File: config.mk
export PLATFORM = sky130hd
export DESIGN_NAME = operand_shift_register_flat
export DESIGN_NICKNAME = d
export VERILOG_FILES = /design/src/rtl/operand_shift_register_pkg.sv /design/src/rtl/operand_shift_register_if.sv /design/src/rtl/operand_shift_register_twos_magnitude.sv /design/src/rtl/operand_shift_register.sv /design/src/flat_wrapper.sv
export SDC_FILE = /design/constraint.sdc
export NUM_CORES = 1
export LEC_CHECK = 0
export BUFFER_PORTS_ARGS = -buffer_cell sky130_fd_sc_hd__buf_4
export CAP_MARGIN = 10
export CORE_ASPECT_RATIO = 0.7
export CORE_UTILIZATION = 55
export CTS_CLUSTER_DIAMETER = 200
export CTS_CLUSTER_SIZE = 12
export DETAILED_ROUTE_END_ITERATION = 8
export GPL_ROUTABILITY_DRIVEN = 0
export PLACE_DENSITY = 0.92
export SLEW_MARGIN = 20
export SYNTH_ARGS = -nofsm -noshare
export SYNTH_HDL_FRONTEND = slang
export SYNTH_SLANG_ARGS = --single-unit
File: constraint.sdc
create_clock -name clk -period 4.4 [get_ports clk]
set_input_delay 0.66 -clock clk [delete_from_list [all_inputs] [get_ports clk]]
set_output_delay 0.66 -clock clk [all_outputs]
set_load 0.02 [all_outputs]
File: src/rtl/operand_shift_register_pkg.sv
// Shared widths, constants and the sweep state type for the operand shift stage.
package operand_shift_register_pkg;
  localparam int DW    = 16;
  localparam int DW_2  = 2 * DW;
  localparam int CNT_W = $clog2(DW);

  localparam logic [DW-1:0] ONE      = DW'(1);
  localparam logic [DW-1:0] ZERO     = '0;
  localparam logic          BIT_ZERO = 1'b0;
  localparam logic          BIT_ONE  = 1'b1;

  typedef enum logic [1:0] {
    IDLE  = 2'd0,
    SHIFT = 2'd1,
    DONE  = 2'd2
  } shift_state_e;
endpackage

File: src/rtl/operand_shift_register_if.sv
// Operand/control bundle between the control unit and the operand shift stage.
interface operand_shift_register_if #(
  parameter int DW = operand_shift_register_pkg::DW
);
  logic                                   start;
  logic                                   enable;
  logic [DW-1:0]                          multiplier;
  logic [DW-1:0]                          multiplicand;
  logic [DW-1:0]                          rgstr1;
  logic [2*DW-1:0]                        rgstr2;
  logic                                   sign_out;
  logic                                   zero_op;
  logic                                   busy;
  logic                                   shift_done;
  operand_shift_register_pkg::shift_state_e state;

  // Handshake: start is a one-cycle load strobe and always wins; enable is a
  // step qualifier honoured only while sweeping. Outputs are registered and
  // valid the cycle after the input that caused them; no backpressure exists.
  modport master (
    output start, enable, multiplier, multiplicand,
    input  rgstr1, rgstr2, sign_out, zero_op, busy, shift_done, state
  );

  modport slave (
    input  start, enable, multiplier, multiplicand,
    output rgstr1, rgstr2, sign_out, zero_op, busy, shift_done, state
  );
endinterface

File: src/rtl/operand_shift_register_twos_magnitude.sv
// Combinational two's-complement magnitude; the most negative value maps to 2^(W-1).
module twos_magnitude #(
  parameter int W = 16
) (
  input  logic [W-1:0] value,
  output logic [W-1:0] magnitude
);
  assign magnitude = value[W-1] ? (~value + W'(1)) : value;
endmodule

File: src/rtl/operand_shift_register.sv
// Captures signed operands as magnitudes and walks the multiplicand left once per sweep step.
module operand_shift_register #(
  parameter int DW = operand_shift_register_pkg::DW
) (
  input  logic                      clk,
  input  logic                      rst,
  operand_shift_register_if.slave   bus
);
  import operand_shift_register_pkg::*;

  localparam int DW_2  = 2 * DW;
  localparam int CNT_W = $clog2(DW);
  localparam logic [CNT_W-1:0] LAST_STEP = CNT_W'(DW - 1);

  logic [DW-1:0]   mag_a;
  logic [DW-1:0]   mag_b;
  shift_state_e    state_q;
  logic [CNT_W-1:0] cnt_q;
  logic [DW-1:0]   r1_q;
  logic [DW_2-1:0] r2_q;
  logic            sign_q;
  logic            zero_q;
  logic            busy_q;
  logic            done_q;

  twos_magnitude #(.W(DW)) u_mag_a (.value(bus.multiplier),   .magnitude(mag_a));
  twos_magnitude #(.W(DW)) u_mag_b (.value(bus.multiplicand), .magnitude(mag_b));

  always_ff @(posedge clk or negedge rst) begin
    if (!rst) begin
      state_q <= IDLE;
      cnt_q   <= '0;
      r1_q    <= '0;
      r2_q    <= '0;
      sign_q  <= BIT_ZERO;
      zero_q  <= BIT_ZERO;
      busy_q  <= BIT_ZERO;
      done_q  <= BIT_ZERO;
    end else if (bus.start) begin
      // A load restarts from any state, so a sweep in progress is abandoned.
      state_q <= SHIFT;
      cnt_q   <= '0;
      r1_q    <= mag_a;
      r2_q    <= {{DW{1'b0}}, mag_b};
      sign_q  <= bus.multiplier[DW-1] ^ bus.multiplicand[DW-1];
      zero_q  <= (bus.multiplier == '0) || (bus.multiplicand == '0);
      busy_q  <= BIT_ONE;
      done_q  <= BIT_ZERO;
    end else begin
      case (state_q)
        SHIFT: begin
          if (bus.enable) begin
            // The final step only retires the sweep; the shift is already at DW-1.
            if (cnt_q == LAST_STEP) begin
              state_q <= DONE;
              busy_q  <= BIT_ZERO;
              done_q  <= BIT_ONE;
            end else begin
              r2_q  <= r2_q << 1;
              cnt_q <= cnt_q + CNT_W'(1);
            end
          end
        end
        default: begin
        end
      endcase
    end
  end

  assign bus.rgstr1     = r1_q;
  assign bus.rgstr2     = r2_q;
  assign bus.sign_out   = sign_q;
  assign bus.zero_op    = zero_q;
  assign bus.busy       = busy_q;
  assign bus.shift_done = done_q;
  assign bus.state      = state_q;
endmodule
File: src/flat_wrapper.sv
// flat-port wrapper written by rule: the top's interface ports become plain ports
module operand_shift_register_flat import operand_shift_register_pkg::*;
#(
  parameter int DW = operand_shift_register_pkg::DW
)
  (clk, rst, bus_start, bus_enable, bus_multiplier, bus_multiplicand, bus_rgstr1, bus_rgstr2, bus_sign_out, bus_zero_op, bus_busy, bus_shift_done, bus_state);
  operand_shift_register_if #(.DW(DW)) bus_i ();
  input  logic clk;
  input  logic rst;
  input wire logic [$bits(bus_i.start)-1:0] bus_start;
  input wire logic [$bits(bus_i.enable)-1:0] bus_enable;
  input wire logic [$bits(bus_i.multiplier)-1:0] bus_multiplier;
  input wire logic [$bits(bus_i.multiplicand)-1:0] bus_multiplicand;
  output wire logic [$bits(bus_i.rgstr1)-1:0] bus_rgstr1;
  output wire logic [$bits(bus_i.rgstr2)-1:0] bus_rgstr2;
  output wire logic [$bits(bus_i.sign_out)-1:0] bus_sign_out;
  output wire logic [$bits(bus_i.zero_op)-1:0] bus_zero_op;
  output wire logic [$bits(bus_i.busy)-1:0] bus_busy;
  output wire logic [$bits(bus_i.shift_done)-1:0] bus_shift_done;
  output wire logic [$bits(bus_i.state)-1:0] bus_state;
  assign bus_i.start = bus_start;
  assign bus_i.enable = bus_enable;
  assign bus_i.multiplier = bus_multiplier;
  assign bus_i.multiplicand = bus_multiplicand;
  assign bus_rgstr1 = bus_i.rgstr1;
  assign bus_rgstr2 = bus_i.rgstr2;
  assign bus_sign_out = bus_i.sign_out;
  assign bus_zero_op = bus_i.zero_op;
  assign bus_busy = bus_i.busy;
  assign bus_shift_done = bus_i.shift_done;
  assign bus_state = bus_i.state;
  operand_shift_register #(.DW(DW)) u_core (.clk(clk), .rst(rst), .bus(bus_i));
endmodule
# Yosys cells after proc, flatten, opt, wreduce, memory -nomap -nowiden
# Cells that the tools add are included.
# word_totals
word_cells,47
out_inout_bits,54
inputBits,36
regBits,58
# classes
mux,22
n_eq_ne,3
n_addsub,3
n_reduce_logical,8
n_bitwise,3
# ops
operator,count
32-bit two-way mux,4
16-bit by 1-bit adder with 16-bit output (second input constant),2
16-bit zero test,2
16-bit two-way mux,2
16-bit inverter,2
4-bit two-way mux,4
1-bit two-way mux,8
2-bit two-way mux,4
3-bit AND reduction,2
2-bit nonzero test,3
4-bit by 1-bit adder with 4-bit output (second input constant),1
4-bit equality test (second input constant),1
2-bit by 1-bit equality test with 1-bit output (second input constant),1
2-bit inequality test (second input constant),1
1-bit logical OR,1
1-bit XOR,1

# Depth between registers and ports, before layout
# Gate-level depths: netlist of run 1.
# depth
ltp_word,5
mapped_depth,7

# Hierarchy
# From an unflattened synthesis of run 1, not the netlist that was laid out.
# hier_totals
cells_unflattened,344
hier_area_um2,3253.1
# modules_own_cells
module,area_per_inst_um2,cells_each,n_inst
operand_shift_register,2522.4,248,1
twos_magnitude,365.4,48,2

# Least setup slack after synthesis of run 1
# OpenSTA, ideal clock, no wires.
# synth_timing
kind,input to register
start,in bus_multiplier[0]
end,reg u_core.r1_q[12] (netlist: u_core.bus.rgstr1[12])
path_stages,6
required_time_ns,4.263
n_path_buf,0
setup_slack_ns,2.170
arrival_ns,2.093
path_cell_list,inv_1 -> ha_1 -> or4b_2 -> o41ai_1 -> xor2_1 -> a21oi_1
# synth_via
elab_chain_cells,3
# synth_rtl
item,line,rtl
start: declaration,flat_wrapper.sv:12,input wire logic [$bits(bus_i.multiplier)-1:0] bus_multiplier;
16-bit inverter,operand_shift_register_twos_magnitude.sv:8,assign magnitude = value[W-1] ? (~value + W'(1)) : value;
16-bit by 1-bit adder with 16-bit output,operand_shift_register_twos_magnitude.sv:8,
16-bit two-way mux,operand_shift_register_twos_magnitude.sv:8,
end signal: assignment,operand_shift_register.sv:43,r1_q <= mag_a;
end: declaration,operand_shift_register.sv:19,logic [DW-1:0] r1_q;
# Every way passes these cells.
# A chain may end at the register's enable or synchronous reset.

# Worst setup path in the final report of run 1
# layout_timing
start,in bus_start
end,reg u_core.r2_q[15] (netlist: u_core.bus.rgstr2[15])
# layout_via
elab_chain_cells,2
# layout_rtl
item,line,rtl
start: declaration,flat_wrapper.sv:10,input wire logic [$bits(bus_i.start)-1:0] bus_start;
2-bit inequality test (no source line) or 2-bit nonzero test (tied branches),--,
3-bit AND reduction (no source line),--,
end signal: assignment,operand_shift_register.sv:44,"r2_q <= {{DW{1'b0}}, mag_b};"
end signal: assignment,operand_shift_register.sv:59,r2_q <= r2_q << 1;
end: declaration,operand_shift_register.sv:20,logic [DW_2-1:0] r2_q;
# Parallel ways exist; a longest one is shown, timed or not.

==> results of run 1 <==
[state kept, by name (all words and copies together) (netlist names)]
| signal | cells |
|---|---|
| u_core.bus.rgstr1 | 16 |
| u_core.bus.sign_out | 1 |
| u_core.bus.rgstr2 | 32 |
| u_core.bus.zero_op | 1 |
| u_core.cnt_q | 4 |
| u_core.bus.state | 2 |
[Yosys cell counts, types with 2 or more instances]
cell / instances / area share (%)
xnor2_1: 7 / 2.1
clkbuf_1: 13 / 1.7
inv_1: 10 / 1.3
o31ai_1: 5 / 1.3
ha_1: 3 / 1.3
nor2_1: 20 / 2.5
nand3_1: 5 / 0.85
a21oi_1: 36 / 6.1
or4_1: 5 / 1.3
buf_2: 3 / 0.51
nand2b_1: 2 / 0.42
and3_1: 2 / 0.42
o41ai_1: 8 / 2.4
nand2_1: 47 / 6.0
mux2i_1: 19 / 6.4
or3_1: 6 / 1.3
dfrtp_1: 56 / 47
a211oi_1: 3 / 0.76
xor2_1: 22 / 6.5
o21ai_0: 10 / 1.7
or2_2: 2 / 0.42
nor3_1: 6 / 1.0
nand4_1: 2 / 0.42
buf_1: 5 / 0.64
buf_4: 2 / 0.51
[kinds of logic (layout without fill, tap and decap cells)]
group | Yosys count | after routing | synth area share, %
compound gates | 68 | 68 | 14.3
xor+xnor | 29 | 29 | 8.60
simple gates | 105 | 105 | 16.9
fa+ha+maj | 3 | 3 | 1.27
buf+inv | 33 | 108 | 4.58
flops | 56 | 56 | 47.5
mux | 20 | 20 | 6.82
[layer usage]
layer | global-route usage [%] | part of all wire (%)
met5 | 0 | 0
met4 | 7.14 | 0.86
met3 | 4.59 | 6.0
met2 | 41.5 | 47
met1 | 37.4 | 46
[per-stage QoR]
step | worst slack [ns] | cell area (sq um) | utilization, %
floorplan | 2.17 | 2950 | -
CTS | 2.04 | 3740 | 75.4
global placement | 1.79 | 3620 | 72.8
finish | 2.03 | 3740 | 75.4
detailed placement | 1.72 | 3620 | 72.8
global route | 1.92 | 3740 | 75.4
[how the worst max path moves through the flow]
| stage | from | endpoint | slack [ns] | cells after the start |
|---|---|---|---|---|
| CTS | bus_start | u_core.bus.rgstr2[15]$_DFFE_PN0P_ | 2.04 | 5 |
| finish | bus_start | u_core.bus.rgstr2[15]$_DFFE_PN0P_ | 2.03 | 5 |
| global route | bus_start | u_core.bus.rgstr2[15]$_DFFE_PN0P_ | 1.92 | 5 |
| detailed placement | bus_start | u_core.bus.rgstr2[15]$_DFFE_PN0P_ | 1.72 | 5 |
| global placement | bus_start | u_core.bus.rgstr2[15]$_DFFE_PN0P_ | 1.79 | 5 |
| floorplan | bus_multiplier[0] | u_core.bus.rgstr1[12]$_DFFE_PN0P_ | 2.17 | 6 |
[power groups by stage]
stage               Combinational [mW]  Sequential, mW  Clock (mW)
floorplan                        0.106           0.647           0
global placement                 0.283           0.599           0
detailed placement               0.289           0.602           0
CTS                              0.291           0.592       0.370
global route                     0.317           0.597       0.392
finish                           0.290           0.592       0.363
[final cells by class]
cell class	count	area, sq um	share of cell area, %
multi-input combinational	225	1420	37.8
sequential	56	1400	37.4
timing repair buffer	90	676	18.0
clock buffer	7	96.3	2.57
tap	69	86.3	2.31
inverter	10	37.5	1.00
clock inverter	1	30.0	0.802
==> results.sh, run 1 <==
export IMPL_tns_ns=0
export IMPL_hold_viol_final=0
export IMPL_post_cts_setup_buffer_count=0
export IMPL_syn2layout_area_growth_pct=26.8
export IMPL_synth_edff_count=0
export IMPL_r2r_slack_ns=2.34
export IMPL_critPathMaxFanout=75
export IMPL_power_frac_clock_pct=29.2
export IMPL_synth_nets=353
export IMPL_mostFrequentLayoutCells="90 x buf_4, 56 x dfrtp_1, 47 x nand2_1, 36 x a21oi_1, 22 x xor2_1"
export IMPL_max_stage_delay_ns=0.66
export IMPL_worstMarginPinSlew_ns=0.736
export IMPL_route_detailed_drc=0
export IMPL_cp_num_buf_inv=2
export IMPL_worst_ep_arrival_time_ns=2.61
export IMPL_min_path_type="primary input to asynchronous set/reset pin"
export IMPL_ys_seq_elements=56
export IMPL_setup_violations=0
export IMPL_fill_cells=360
export IMPL_ctsRootBufferMaster="clkbuf_8"
export IMPL_swShare_pct=29.0
export IMPL_cts_resized=0
export IMPL_diodes=0
export IMPL_ant_nets=0
export IMPL_die_h_um=63.3
export IMPL_power_mw=1.24
export IMPL_peakVddDrop_uv=221
export IMPL_die_w_um=89.6
export IMPL_p_comb_share_pct=23.3
export IMPL_hold_ws_ns=0.389
export IMPL_drt_iter0_drc=203
export IMPL_via_count=2551
export IMPL_wl_per_cell_um=15.5
export IMPL_antenna_found_initial=0
export IMPL_maxCapViolations=0
export IMPL_drive_gt1_share_pct=27.2
export IMPL_h_tree_depth=2
export IMPL_dp_cells=450
export IMPL_fin_crit_ns=2.37
export IMPL_path_class="primary input to register"
export IMPL_syn_avg_cell_area_sq_um=9.40
export IMPL_cpMaxStageDelayCell="or4_4"
export IMPL_clock_path_buffers=2
export IMPL_switching_power_mw=0.361
export IMPL_maxSlewViolCount=0
export IMPL_reg2reg_depth=6
export IMPL_status="complete, no violations"
export IMPL_hold_buffers=0
export IMPL_yosysSeqAreaShare_pct=47.5
export IMPL_grt_max_degree=76
export IMPL_required_ns=4.65
export IMPL_pwr_share_seq_pct=47.6
export IMPL_grt_pass1_wl_mm=11.5
export IMPL_period_share_pct=53.8
export IMPL_avgViaCountPerCell=5.57
export IMPL_ios=90
export IMPL_layout_cells_non_filler=458
export IMPL_first_pass_iters=4
export IMPL_r2r_start="u_core.cnt_q[0]$_DFFE_PN0P_"
export IMPL_crit_chain="buf_4 -> inv_1 -> or4_4 -> nor3_2 -> o32a_1"
export IMPL_powerDensity_nw_per_um2=332
export IMPL_synth_async_reset_ratio_pct=100
export IMPL_crit_path_start_kind="primary input"
export IMPL_crit_family="buffers and inverters"
export IMPL_cts_sinks=56
export IMPL_layout_commonest_cell="buf_4"
export IMPL_grt_ovfl_total=0
export IMPL_synth_cells=314
export IMPL_max_freq_ghz=0.423
export IMPL_grt_use_total_pct=26.3
export IMPL_nets=427
export IMPL_fin_skew_ns=0.00318
export IMPL_rsz0062_at_grt="false"
export IMPL_numCtsBuffers=5
export IMPL_cts_tree="built"
export IMPL_dp_hpwl_mm=5.06
export IMPL_ys_warnings_count=0
export IMPL_internal_power_mw=0.884
export IMPL_leakagePower_nw=1.74
export IMPL_coreArea_sq_um=4970
export IMPL_ys_types=40
export IMPL_synth_ff_type="dfrtp_1"
export IMPL_slew_headroom_pct=50.8
export IMPL_grt_pass1_vias=2429
export IMPL_rows=21
export IMPL_clk_pin_slew_ns=0.09
export IMPL_dieArea_sq_um=5670
export IMPL_syn_area_sq_um=2950
export IMPL_wl_mm=7.10
export IMPL_clkLatencyLatePin_ns=0.30
export IMPL_r2r_end="u_core.bus.rgstr2[2]$_DFFE_PN0P_"
export IMPL_end_kind="register"
export IMPL_io_buffer_count=89
export IMPL_initial_utilization_pct=59.5
(Power assumes the default switching activity.)
==> run 2: changes to the inputs <==
--- a/config.mk
+++ b/config.mk
@@ -5,15 +5,16 @@
 export SDC_FILE = /design/constraint.sdc
 export NUM_CORES = 1
 export LEC_CHECK = 0
+export ABC_AREA = 1
 export BUFFER_PORTS_ARGS = -buffer_cell sky130_fd_sc_hd__buf_4
 export CAP_MARGIN = 10
 export CORE_ASPECT_RATIO = 0.7
-export CORE_UTILIZATION = 55
+export CORE_UTILIZATION = 47
 export CTS_CLUSTER_DIAMETER = 200
 export CTS_CLUSTER_SIZE = 12
 export DETAILED_ROUTE_END_ITERATION = 8
 export GPL_ROUTABILITY_DRIVEN = 0
-export PLACE_DENSITY = 0.92
+export PLACE_DENSITY = 0.83
 export SLEW_MARGIN = 20
 export SYNTH_ARGS = -nofsm -noshare
 export SYNTH_HDL_FRONTEND = slang
==> constraint.sdc (replaced) <==
create_clock -name clk -period 2.01 [get_ports clk]
set_input_delay 0.3015 -clock clk [delete_from_list [all_inputs] [get_ports clk]]
set_output_delay 0.3015 -clock clk [all_outputs]
set_load 0.02 [all_outputs]
==> run 2 against run 1 <==
Effect of this change: final cell count up 33%; register-to-register slack worse by 2.0 ns; routed wire length up 14%; sequential share of layout area down 2.4 points; first-iteration DRC count down 25%; setup slack worse by 1.7 ns; clock skew up 0.0020 ns; combinational power up 120%; synthesized cell count up 39%; area after synthesis up 8.5%; die area up 26%; design area up 6.9%; largest power group unchanged.
==> results.sh, run 2 <==
export IMPL_post_synth_top_count_cell="nand2_1"
export IMPL_fill_cells=580
export IMPL_crit_chain="ha_1 -> nand3_1 -> nand2_4 -> nand2_4 -> inv_4 -> nand2_1 -> o31ai_1"
export IMPL_synth_edff_count=0
export IMPL_first_pass_iters=5
export IMPL_period_share_pct=81.9
export IMPL_synth_cells=437
export IMPL_required_ns=2.24
export IMPL_syn_avg_cell_area_sq_um=7.33
export IMPL_crit_top_cell="nand2_4"
export IMPL_status="complete, no violations"
export IMPL_clkLatencyLatePin_ns=0.31
export IMPL_grt_max_degree=57
export IMPL_fin_skew_ns=0.00520
export IMPL_leakagePower_nw=2.14
export IMPL_ys_top_cells_by_area="dfrtp_1 44%, nand2_1 18%, inv_1 5.9%"
export IMPL_via_count=3091
export IMPL_worstMarginPinSlew_ns=0.707
export IMPL_max_freq_ghz=0.607
export IMPL_synth_common_cells="152 x nand2_1, 56 x dfrtp_1, 50 x inv_1"
export IMPL_grt_use_total_pct=24.0
export IMPL_synth_top_cell_by_area="dfrtp_1"
export IMPL_peakVddDrop_uv=469
export IMPL_setup_violations=0
export IMPL_fin_crit_ns=1.65
export IMPL_cpMaxStageDelayCell="dfrtp_1"
export IMPL_syn_area_sq_um=3200
export IMPL_synth_nets=476
export IMPL_grt_pass1_wl_mm=13.5
export IMPL_largest_register_ffs=32
export IMPL_crit_path_start_kind="register"
export IMPL_yosys_area_top_type_share_pct=43.8
export IMPL_tns_ns=0
export IMPL_hold_viol_final=0
export IMPL_min_path_type="primary input to asynchronous set/reset pin"
export IMPL_end_kind="register"
export IMPL_hold_buffers=0
export IMPL_drt_iter0_drc=153
export IMPL_worst_ep_arrival_time_ns=1.87
export IMPL_diodes=0
export IMPL_wl_mm=8.09
export IMPL_fin_util_pct=62.5
export IMPL_wl_per_cell_um=13.3
export IMPL_reg2reg_depth=7
export IMPL_place_ws_ns=0.399
export IMPL_die_h_um=71.1
export IMPL_io_buffer_count=89
export IMPL_syn2layout_area_growth_pct=24.9
export IMPL_clock_path_buffers=2
export IMPL_numCtsBuffers=5
export IMPL_dp_cells=601
export IMPL_die_w_um=101
export IMPL_ys_seq_elements=56
export IMPL_grt_pass1_vias=2813
export IMPL_cp_depth=7
export IMPL_maxCapViolations=0
export IMPL_slew_headroom_pct=52.8
export IMPL_rsz0062_at_grt="false"
export IMPL_mostFrequentLayoutCells="152 x nand2_1, 92 x buf_4, 56 x dfrtp_1, 50 x inv_1, 35 x o21ai_0"
export IMPL_ant_nets=0
export IMPL_grt_ovfl_total=0
export IMPL_antenna_found_initial=0
export IMPL_clk_pin_slew_ns=0.10
export IMPL_initial_utilization_pct=50.1
export IMPL_cts_sinks=56
export IMPL_dieArea_sq_um=7150
export IMPL_drive_gt1_share_pct=20.7
export IMPL_cp_num_buf_inv=1
export IMPL_ys_types=30
export IMPL_max_stage_delay_ns=0.40
export IMPL_ys_warnings_count=0
export IMPL_critPathMaxFanout=19
export IMPL_yosysSeqAreaShare_pct=43.8
export IMPL_cts_resized=0
export IMPL_h_tree_depth=2
export IMPL_setup_ws_ns=0.364
export IMPL_avgViaCountPerCell=5.08
export IMPL_layout_cells_non_filler=609
export IMPL_route_detailed_drc=0
export IMPL_post_cts_setup_buffer_count=0
export IMPL_coreArea_sq_um=6400
export IMPL_maxSlewViolCount=0
export IMPL_cts_tree="built"
export IMPL_ios=90
export IMPL_synth_ff_type="dfrtp_1"
export IMPL_powerDensity_nw_per_um2=667
export IMPL_synth_async_reset_ratio_pct=100
export IMPL_rows=24
export IMPL_path_class="register to register"
export IMPL_nets=556
export IMPL_ctsRootBufferMaster="clkbuf_8"
export IMPL_layout_commonest_cell="nand2_1"
export IMPL_crit_family="simple AND/OR/NAND/NOR gates"
export IMPL_dp_hpwl_mm=5.95
-- run 2: layout make-up --
| class | count | area (sq um) | share of cell area [%] |
|---|---|---|---|
| multi-input combinational | 309 | 1480 | 37.0 |
| clock buffer | 6 | 72.6 | 1.81 |
| sequential | 56 | 1400 | 35.0 |
| timing repair buffer | 92 | 691 | 17.3 |
| tap | 91 | 114 | 2.85 |
| inverter | 53 | 201 | 5.04 |
| clock inverter | 2 | 38.8 | 0.970 |
-- run 2: power breakdown --
group | internal, mW | total (mW) | switching, mW
Clock | 0.378 | 0.773 | 0.396
Sequential | 1.21 | 1.27 | 0.0594
Combinational | 0.245 | 0.627 | 0.382
-- run 2: cell families (layout without fill, tap and decap cells) --
group / count (synthesis) / after routing / synth area share (%)
AOI/OAI and AO/OA: 58 / 58 / 10.1
xor gates and xnor gates: 14 / 14 / 3.83
adders and majority gates: 3 / 3 / 1.17
buffers and inverters: 72 / 153 / 10.0
DFF: 56 / 56 / 43.7
and+or+nand+nor: 234 / 234 / 31.2
-- run 2: path summary, 6_finish.rpt --
path                       slack (ns)                              from                                end
setup / recovery                 0.36       u_core.cnt_q[0]$_DFFE_PN0P_  u_core.bus.rgstr2[29]$_DFFE_PN0P_
hold / removal                   0.03                               rst    u_core.bus.state[0]$_DFFE_PN0P_
setup reg to reg                 0.36       u_core.cnt_q[0]$_DFFE_PN0P_  u_core.bus.rgstr2[29]$_DFFE_PN0P_
hold reg to reg                  0.50  u_core.bus.rgstr1[2]$_DFFE_PN0P_   u_core.bus.rgstr1[2]$_DFFE_PN0P_
max in group asynchronous        1.52                               rst  u_core.bus.rgstr2[12]$_DFFE_PN0P_
min in group clk                 0.27                bus_multiplier[12]  u_core.bus.rgstr1[12]$_DFFE_PN0P_
-- run 2: per-stage QoR --
stage	instance area (sq um)	power (mW)	hold WS, ns
after floorplan	3200	1.63	0.00591
after global placement	3890	1.90	0.405
after detailed placement	3890	1.92	0.412
after CTS	4000	2.68	0.0694
after global routing	4000	2.80	0.0889
final	4000	2.67	0.0340
-- run 2: routing by layer --
layer  share of wire, %  track usage (%)
met5                  0                0
met4                1.2             5.15
met3                6.0             3.75
met2                 44             36.9
met1                 49             35.9
==> run 3: changes to the inputs <==
==> constraint.sdc (replaced) <==
create_clock -name clk -period 1.41 [get_ports clk]
set_input_delay 0.2115 -clock clk [delete_from_list [all_inputs] [get_ports clk]]
set_output_delay 0.2115 -clock clk [all_outputs]
set_load 0.02 [all_outputs]
==> run 3 against run 2 <==
Effect of this change: routed wire length rose by 0.58%; non-clock buffer count is 13 higher; register-to-register slack got worse by 0.33 ns; setup slack lost 0.33 ns; global-route usage is 0.18 points lower; critical path depth is 1 lower; via count increased by 2.6%; utilization grew 1.8 points; hold slack better by 0.14 ns; largest cell class unchanged.
==> results.sh, run 3 (synthesis gave the netlist of run 2 again) <==
export IMPL_rsz0062_at_grt="true"
export IMPL_wl_per_cell_um=13.1
export IMPL_powerDensity_nw_per_um2=890
export IMPL_fin_crit_ns=1.38
export IMPL_ant_nets=0
export IMPL_io_buffer_count=89
export IMPL_rows=24
export IMPL_setup_ws_ns=0.0313
export IMPL_power_mw=3.66
export IMPL_dp_cells=610
export IMPL_cp_num_buf_inv=1
export IMPL_min_path_type="primary input to register"
export IMPL_maxSlewViolCount=0
export IMPL_nets=570
export IMPL_clkLatencyLatePin_ns=0.32
export IMPL_period_share_pct=97.8
export IMPL_wl_mm=8.13
export IMPL_place_ws_ns=-0.0665
export IMPL_diodes=0
export IMPL_multiInputGateArea_sq_um=1500
export IMPL_ios=90
export IMPL_end_kind="register"
export IMPL_ctsRootBufferMaster="clkbuf_8"
export IMPL_dieArea_sq_um=7150
export IMPL_via_count=3171
export IMPL_dp_hpwl_mm=6.01
export IMPL_drive_gt1_share_pct=23.3
export IMPL_fin_skew_ns=0.00465
export IMPL_worst_ep_arrival_time_ns=1.63
export IMPL_max_freq_ghz=0.725
export IMPL_layout_commonest_cell="nand2_1"
export IMPL_h_tree_depth=2
export IMPL_die_h_um=71.1
export IMPL_maxCapViolations=0
export IMPL_regArea_sq_um=1400
export IMPL_cpMaxStageDelayCell="dfrtp_1"
export IMPL_layout_cells_non_filler=623
export IMPL_crit_family="flip-flops"
export IMPL_crit_path_start_kind="register"
export IMPL_cts_tree="built"
export IMPL_coreArea_sq_um=6400
export IMPL_clk_pin_slew_ns=0.10
export IMPL_peakVddDrop_uv=513
export IMPL_max_stage_delay_ns=0.39
export IMPL_required_ns=1.66
export IMPL_tns_ns=0
export IMPL_mostFrequentLayoutCells="152 x nand2_1, 104 x buf_4, 55 x dfrtp_1, 50 x inv_1"
export IMPL_grt_ovfl_total=0
export IMPL_largest_register_ffs=32
export IMPL_die_w_um=101
export IMPL_avgViaCountPerCell=5.09
export IMPL_slew_headroom_pct=52.3
export IMPL_setup_violations=0
export IMPL_grt_use_total_pct=23.8
export IMPL_leakagePower_nw=2.19
export IMPL_grt_pass1_vias=2904
export IMPL_syn2layout_area_growth_pct=28.4
export IMPL_cts_sinks=56
export IMPL_status="complete, no violations"
export IMPL_path_class="register to register"
export IMPL_clock_path_buffers=2
export IMPL_worstMarginPinSlew_ns=0.715
export IMPL_crit_chain="ha_2 -> nand3_2 -> nand2_4 -> nand2_8 -> buf_4 -> o21ai_0"
export IMPL_route_detailed_drc=0
export IMPL_numCtsBuffers=5
export IMPL_first_pass_iters=5
export IMPL_hold_viol_final=0
export IMPL_grt_pass1_wl_mm=13.5
export IMPL_initial_utilization_pct=50.1
export IMPL_fill_cells=577
export IMPL_grt_max_degree=57
export IMPL_antenna_found_initial=0
export IMPL_drt_iter0_drc=188
export IMPL_critPathMaxFanout=12
run 3: cell types whose count changed in the layout (fill, tap and decap cells not counted), sizes merged:
cell,before,now
buf,92,104
bufinv,1,0
clkbuf,6,5
clkinv,0,2
dlygate4sd3,0,1
nand2,154,155
run 3: worst paths after layout:
path                            depth (start not counted)                           endpoint                         startpoint  slack (ns)
max in group asynchronous                               2    u_core.bus.state[0]$_DFFE_PN0P_                                rst        0.44
worst max register to register                          6  u_core.bus.rgstr2[26]$_DFFE_PN0P_        u_core.cnt_q[1]$_DFFE_PN0P_        0.03
worst min register to register                          2  u_core.bus.rgstr2[31]$_DFFE_PN0P_  u_core.bus.rgstr2[31]$_DFFE_PN0P_        0.50
min in group asynchronous                               2   u_core.bus.rgstr1[4]$_DFFE_PN0P_                                rst        0.48
worst max-delay path                                    6  u_core.bus.rgstr2[26]$_DFFE_PN0P_        u_core.cnt_q[1]$_DFFE_PN0P_        0.03
worst min-delay path                                    3  u_core.bus.rgstr1[10]$_DFFE_PN0P_                 bus_multiplier[10]        0.17
run 3: power by group:
part / internal (mW) / switching [mW]
logic: 0.379 / 0.562
registers: 1.72 / 0.0823
clock network: 0.358 / 0.559
total: 2.46 / 1.20
run 3: timing repair:
action                                 CTS  global route
resized for setup                        1            14
pin swaps                                1             2
buffers inserted                         0             3
gates cloned                             0             1
hold buffers                             1             0
setup endpoints to repair                8            28
endpoints found under the hold margin   56             0
run 3: metrics by stage:
stage / area (sq um) / utilization, % / hold WS (ns)
after floorplan: 3200 / - / -0.0841
after global placement: 3960 / 61.9 / 0.313
after detailed placement: 3960 / 61.9 / 0.324
after CTS: 4060 / 63.5 / 0.163
after global routing: 4110 / 64.3 / 0.183
final: 4110 / 64.3 / 0.175
run 3: layer usage:
metal / GRT usage [%] / wire [um] / up-vias
met5: 0 / 0 / -
li1: - / - / 1572
met1: 35.2 / 3930 / 1465
met3: 3.75 / 608 / 10
met2: 36.7 / 3500 / 124
met4: 6.12 / 94 / 0
run 3: final cells by class:
| class | instances | area share, % |
|---|---|---|
| Tap cell | 91 | 2.77 |
| Sequential cell | 56 | 34.1 |
| Timing Repair Buffer | 105 | 19.2 |
| Multi-Input combinational cell | 310 | 36.6 |
| Clock inverter | 3 | 0.547 |
| Inverter | 53 | 5.14 |
| Clock buffer | 5 | 1.67 |
run 3: tightest hold or removal path: cells and delay by family:
family | cells | cell delay (ns)
buffers and inverters | 1 | 0.13
and+or+nand+nor | 1 | 0.06
AOI/OAI and AO/OA | 1 | 0.06
